File: src/rtl/memwb_pkg.sv
// Shared types and default widths for the MEM->WB stage register.
package memwb_pkg;

  localparam int MEMWB_DATA_W     = 32;
  localparam int MEMWB_REG_ADDR_W = 4;

  // The stage registers hold entries as flat vectors packed in this field order.
  typedef struct packed {
    logic                        wb_en;
    logic                        mem_r_en;
    logic [MEMWB_DATA_W-1:0]     alu_result;
    logic [MEMWB_DATA_W-1:0]     mem_rdata;
    logic [MEMWB_REG_ADDR_W-1:0] dest;
  } memwb_entry_t;

  function automatic int memwb_entry_w(input int data_w, input int addr_w);
    return 2 + 2 * data_w + addr_w;
  endfunction

endpackage

File: src/rtl/memwb_slot.sv
// One valid flag plus entry register; clear wins over load.
module memwb_slot #(
  parameter int W = 1
) (
  input  logic         clk,
  input  logic         rst_n,
  input  logic         load,
  input  logic         clear,
  input  logic [W-1:0] d,
  output logic         valid,
  output logic [W-1:0] data
);

  logic         valid_q, valid_d;
  logic [W-1:0] data_q, data_d;

  always_comb begin
    valid_d = valid_q;
    data_d  = data_q;
    if (clear) begin
      valid_d = 1'b0;
    end else if (load) begin
      valid_d = 1'b1;
      data_d  = d;
    end
  end

  always_ff @(posedge clk or negedge rst_n) begin
    if (!rst_n) begin
      valid_q <= 1'b0;
      data_q  <= '0;
    end else begin
      valid_q <= valid_d;
      data_q  <= data_d;
    end
  end

  assign valid = valid_q;
  assign data  = data_q;

endmodule

File: src/rtl/mem_wb_stage_pipe.sv
// MEM->WB stage register with valid/ready, flush and a pre-muxed write-back value.
// Define MEMWB_SKID_EN for a registered in_ready backed by a second (skid) slot.
module mem_wb_stage_pipe
  import memwb_pkg::*;
#(
  parameter int DATA_W     = MEMWB_DATA_W,
  parameter int REG_ADDR_W = MEMWB_REG_ADDR_W
) (
  input  logic                  clk,
  input  logic                  rst_n,
  input  logic                  flush,
  input  logic                  in_valid,
  output logic                  in_ready,
  input  logic                  in_wb_en,
  input  logic                  in_mem_r_en,
  input  logic [DATA_W-1:0]     in_alu_result,
  input  logic [DATA_W-1:0]     in_mem_rdata,
  input  logic [REG_ADDR_W-1:0] in_dest,
  output logic                  out_valid,
  input  logic                  out_ready,
  output logic                  out_wb_en,
  output logic                  out_mem_r_en,
  output logic [DATA_W-1:0]     out_alu_result,
  output logic [DATA_W-1:0]     out_mem_rdata,
  output logic [REG_ADDR_W-1:0] out_dest,
  output logic [DATA_W-1:0]     out_wb_data
);

  localparam int ENTRY_W = memwb_entry_w(DATA_W, REG_ADDR_W);

  logic [ENTRY_W-1:0] in_entry, main_d, main_data;
  logic               main_valid, main_load, main_clear;
  logic               accept, emit, held_wb_en;

  assign in_entry = {in_wb_en, in_mem_r_en, in_alu_result, in_mem_rdata, in_dest};
  assign accept   = in_valid && in_ready;
  assign emit     = main_valid && out_ready;

`ifdef MEMWB_SKID_EN
  logic               skid_valid, skid_load, skid_clear;
  logic [ENTRY_W-1:0] skid_data;

  assign in_ready = !skid_valid;

  // A full skid implies in_ready=0, so a skid move and an accept never coincide.
  always_comb begin
    main_load  = 1'b0;
    main_clear = 1'b0;
    skid_load  = 1'b0;
    skid_clear = 1'b0;
    main_d     = in_entry;
    if (flush) begin
      main_clear = 1'b1;
      skid_clear = 1'b1;
    end else if (skid_valid) begin
      if (emit) begin
        main_load  = 1'b1;
        main_d     = skid_data;
        skid_clear = 1'b1;
      end
    end else if (accept) begin
      if (!main_valid || emit) main_load = 1'b1;
      else                     skid_load = 1'b1;
    end else if (emit) begin
      main_clear = 1'b1;
    end
  end

  memwb_slot #(.W(ENTRY_W)) u_skid (
    .clk   (clk),
    .rst_n (rst_n),
    .load  (skid_load),
    .clear (skid_clear),
    .d     (in_entry),
    .valid (skid_valid),
    .data  (skid_data)
  );
`else
  assign in_ready = out_ready || !main_valid;

  always_comb begin
    main_load  = 1'b0;
    main_clear = 1'b0;
    main_d     = in_entry;
    if (flush)       main_clear = 1'b1;
    else if (accept) main_load  = 1'b1;
    else if (emit)   main_clear = 1'b1;
  end
`endif

  memwb_slot #(.W(ENTRY_W)) u_main (
    .clk   (clk),
    .rst_n (rst_n),
    .load  (main_load),
    .clear (main_clear),
    .d     (main_d),
    .valid (main_valid),
    .data  (main_data)
  );

  assign {held_wb_en, out_mem_r_en, out_alu_result, out_mem_rdata, out_dest} = main_data;
  assign out_valid   = main_valid;
  assign out_wb_en   = held_wb_en && main_valid;
  assign out_wb_data = out_mem_r_en ? out_mem_rdata : out_alu_result;

endmodule

File: config.mk
export PLATFORM = sky130hd
export DESIGN_NAME = mem_wb_stage_pipe
export DESIGN_NICKNAME = d
export VERILOG_FILES = /design/src/rtl/memwb_pkg.sv /design/src/rtl/memwb_slot.sv /design/src/rtl/mem_wb_stage_pipe.sv
export SDC_FILE = /design/constraint.sdc
export NUM_CORES = 1
export LEC_CHECK = 0
export ABC_CLOCK_PERIOD_IN_PS = 2400
export BUFFER_PORTS_ARGS = -buffer_cell sky130_fd_sc_hd__buf_2
export CAP_MARGIN = 20
export CORE_UTILIZATION = 46
export DETAILED_ROUTE_END_ITERATION = 10
export GPL_TIMING_DRIVEN = 0
export PLACE_DENSITY = 0.9
export SYNTH_ARGS = -nofsm -noshare
export SYNTH_HDL_FRONTEND = slang
export SYNTH_SLANG_ARGS = --single-unit
export TNS_END_PERCENT = 1
File: constraint.sdc
create_clock -name clk -period 2.4 [get_ports clk]
set_clock_uncertainty 0.2 [all_clocks]
set_input_delay 0.12 -clock clk [delete_from_list [all_inputs] [get_ports clk]]
set_output_delay 0.12 -clock clk [all_outputs]
set_load 0.01 [all_outputs]
* Word-level counts from Yosys, hierarchy flattened *
Cells that the tools add are included.

storage, ports and cells
  input port bits = 75
  register bits after elaboration = 71

cells by class
  reductions and logical operators = 7
  bitwise operators = 1
  mux-type cells = 8

operators with widths
  cell                 count
  two-way mux 32 bit   1
  two-way mux 1 bit    7
  logical AND 1 bit    3
  AND reduction 2 bit  1
  nonzero test 2 bit   1
  zero test 1 bit      1
  logical OR 1 bit     1
  NOT 1 bit            1

* Longest topological paths before layout *
  depth after elaboration = 7
  gate-level depth with buffers = 4

* By module *
A second synthesis with hierarchy kept.

unflattened totals
  cells, all modules = 193
  area, all modules = 3585.9 µm²

by module, submodules not included
  module             area an instance (µm²)  times used  cells an instance  sequential area each (µm²)
  memwb_slot         3009.1                  1           152                1776.7
  mem_wb_stage_pipe  576.8                   1           41                 0.0

* Worst setup path after synthesis *
Ideal clock, no wire load.

  kind = register to register
  start = reg u_main.valid_q, in the netlist u_main.valid
  end = reg u_main.data_q[0], in the netlist u_main.data[0]
  arrival = 1440 ps
  path slack = 636 ps
  cell stages (with the launch flop) = 5
  required time = 2075 ps
  library setup time = 125 ps
  buffers on the path = 1
  cell sequence = dfrtp_1 nor2b_4 nor3b_4 buf_6 mux2_2

on the way
  longest elaborated chain between the ends = 7
  elaborated cells on any way between the ends = 11

RTL lines
  element                                   RTL line                 text
  from (decl)                               memwb_slot.sv:14         logic valid_q, valid_d;
  from (signal assigned)                    memwb_slot.sv:33         valid_q <= valid_d;
  zero test 1 bit                           mem_wb_stage_pipe.sv:79  assign in_ready = out_ready || !main_valid;
  logical OR 1 bit                          mem_wb_stage_pipe.sv:79
  logical AND 1 bit                         mem_wb_stage_pipe.sv:36  assign accept = in_valid && in_ready;
  two-way mux 1 bit                         mem_wb_stage_pipe.sv:86  else if (accept) main_load = 1'b1;
  two-way mux 1 bit                         mem_wb_stage_pipe.sv:85  if (flush) main_clear = 1'b1;
  NOT 1 bit (no source line)                --
  AND reduction 2 bit (no source line) (*)  --
  to (signal assigned)                      memwb_slot.sv:34         data_q <= data_d;
  to (decl)                                 memwb_slot.sv:15         logic [W-1:0] data_q, data_d;

Every way passes the cells marked *; elsewhere a longest branch is shown, timed or not.
A chain may end at the register's enable or synchronous reset.

* Worst setup path after layout *
  start = reg u_main.data_q[68], in the netlist u_main.data[68]
  end = out out_wb_data[27]

on the way
  longest elaborated chain between the ends = 1

RTL lines
  element             RTL line                  text
  two-way mux 32 bit  mem_wb_stage_pipe.sv:104  assign out_wb_data = out_mem_r_en ? out_mem_rdata : out_alu_result;
  to (decl)           mem_wb_stage_pipe.sv:26   output logic [DATA_W-1:0] out_wb_data

No other way between the ends.

==> results.yml <==
run_status:
  outcome: "finished clean"
floorplanning:
  die-area_mm2: 0.00815
  die_y_um: 90.3
  coreArea_mm2: 0.00741
  initial_core_util_pct: 48.4
  io_pins: 179
  row_count: 31
  die_x_um: 90.3
place:
  dp_hpwl_um: 5780
  preCtsSetupSlack_ns: 0.471
  dp.cells: 535
  gp_congestion: 0.799
  port_buffers: 178
finish:
  fin_util_pct: 74.8
  antenna_cells: 0
  area_delta_synth_final_pct: 54.6
  finalNetCount: 595
  fill_cells: 474
  instances_no_fill: 624
  drive_above_1_share_pct: 71.4
clocking:
  cts_buffers: 9
  root_buffer: "clkbuf_8"
  clk_latency_ns: 0.33
  clockBufferDepth: 2
  cts_setup_buffers: 0
  h-tree-depth: 3
  clkTransAtPathRegs_ns: 0.07
  clkSinkCount: 71
  cts_tree: "built"
global_routing:
  gr-total-overflow: 0
  grt_pass1_vias: 3115
  grt_util_all_layers_pct: 24.9
  grt_pass1_wl_um: 15600
  grt_max_degree: 72
  antenna_found_initial: 0
yosys:
  synth_top_family_by_area: "multiplexers"
  synthAdderAreaFrac_pct: 0
  synth_top_area_share_pct: 49.6
  synth-simple-area-share_pct: 1.29
  async_reset_ff_share_pct: 100
  ys_warn_count: 0
  synth_xor_area_share_pct: 0
  synth_compound_area_share_pct: 0
  ys_seq_elements: 71
  synth.largest_area_cell: "dfrtp_1"
  syn_inst: 258
  yosysMostFrequentCell: "mux2_2"
  ys_seq_area_share_pct: 49.6
  synthMuxAreaShare_pct: 32.1
  syn-num-nets: 333
  syn_area_per_cell_um2: 13.9
  syn_area_mm2: 0.00358
  synth_top_flop_cell: "dfrtp_1"
  yosysUniqueCellTypes: 11
  synth_area_leaders: "dfrtp_1 50%, mux2_2 32%, buf_4 14%"
  synth-edff-count: 0
  synthTopCellsByCount: "102 x mux2_2, 71 x dfrtp_1, 68 x buf_4"
power_and_ir_drop:
  ir_drop_uv: 576
  p_per_area_mw_per_mm2: 726
  power_leakage_nw: 2.75
sta:
  worst_slew_pin_slew_ns: 0.897
  hold_viol_final: 0
  setup-tns-final_ns: 0
  layout_setup_ws_ns: 0.242
  grt_setup_unrepaired: "false"
  fin_crit_ns: 2.16
  setup_violations: 0
  drv_slew: 0
  slew_headroom_pct: 40.2
  min_period_over_period_pct: 89.9
  fmax_mhz: 463
critical_path:
  cp.required_ns: 2.08
  cp-end-kind: "output port"
  start_kind: "flop"
  crit_fanout: 10
  crit_type: "flop to output port"
  cp_data_arrival_time_ns: 1.84
drt:
  routed_wl_um: 9850
  via_count: 2884
  drcViolationCount: 0
  final_antenna_net_count: 0
  via_per_inst: 4.62
  drt_iter0_drc: 40
  post_drt_wl_per_cell_um: 15.8
  first_pass_iters: 4
job:
  max_cap_viol_count: 0
worst_hold_path:
  min_path_type: "input port to async pin"
-- final cells by class --
| type | instances | area [um^2] | share of cell area, % |
|---|---|---|---|
| flip-flops and latches | 71 | 1780 | 32.1 |
| repair buffers | 251 | 1620 | 29.3 |
| multi-input cells | 107 | 1190 | 21.6 |
| plain buffers | 79 | 608 | 11.0 |
| clock buffers | 13 | 169 | 3.05 |
| well taps | 99 | 124 | 2.24 |
| clock inverters | 3 | 40.0 | 0.723 |
| inverters | 1 | 3.75 | 0.0678 |
-- sequential cells by signal, summed over array words and instances (netlist names) --
signal	flops
u_main.data	70
u_main.valid	1
-- placed cells by master (no fill, tap or decap) --
| cell type | instances |
|---|---|
| clkbuf_1 | 2 |
| clkbuf_8 | 12 |
| nor2_1 | 2 |
| bufinv_16 | 1 |
| buf_2 | 180 |
| clkinv_2 | 2 |
| nor3b_4 | 1 |
| and2_1 | 1 |
| mux2_2 | 102 |
| dlygate4sd3_1 | 73 |
| inv_1 | 1 |
| dfrtp_1 | 71 |
| buf_4 | 69 |
| nor2b_4 | 1 |
| buf_6 | 7 |
-- kinds of logic (layout without fill, tap and decap cells) --
group,Yosys count,after routing
mux,102,102
buf+inv,80,347
flops,71,71
simple gates,5,5
-- power breakdown --
group	internal [mW]	leakage [nW]	total, mW	switching, mW
Clock	0.563	0.109	0.988	0.425
Combinational	0.886	1.81	1.48	0.593
Sequential	1.40	0.836	1.56	0.156
-- layer usage --
layer  vias to the layer above  routed length (um)  GRT usage, %
li1                       1343                   -             -
met1                      1385                3690          26.1
met2                       131                5390          47.5
met3                        25                 501          5.47
met4                         0                 267          10.3
met5                         -                   0             0
-- worst paths after layout --
kind | start | endpoint | slack [ns] | depth (start not counted)
setup / recovery | u_main.data[68] | out_wb_data[27] | 0.24 | 4
hold / removal | rst_n | u_main.data[50] | 0.23 | 2
setup reg to reg | u_main.valid | u_main.data[13] | 0.49 | 4
hold reg to reg | u_main.data[3] | u_main.data[3] | 0.31 | 1
max in group asynchronous | rst_n | u_main.data[26] | 1.15 | 2
min in group clk | in_valid | u_main.data[40] | 0.30 | 4
-- through the flow --
| stage | power [mW] | hold WS [ns] | area [um^2] |
|---|---|---|---|
| after floorplan | 2.42 | -0.376 | 3580 |
| after global placement | 2.89 | 0.126 | 4600 |
| after detailed placement | 2.93 | 0.0935 | 4600 |
| after CTS | 4.01 | 0.275 | 5540 |
| after global routing | 4.23 | 0.294 | 5540 |
| final | 4.02 | 0.231 | 5540 |
-- critical path: stages (launching register included) --
cell,delay (ns)
dfrtp_1,0.34
clkbuf_1,0.29
buf_2,0.36
mux2_2,0.37
buf_2,0.14
-- what timing repair did --
action / CTS / global route
hold buffers: 73 / 0
resized for setup: 0 / 0
hold endpoints to repair: 142 / 0
Note: power is estimated with default switching activity, not from simulation.
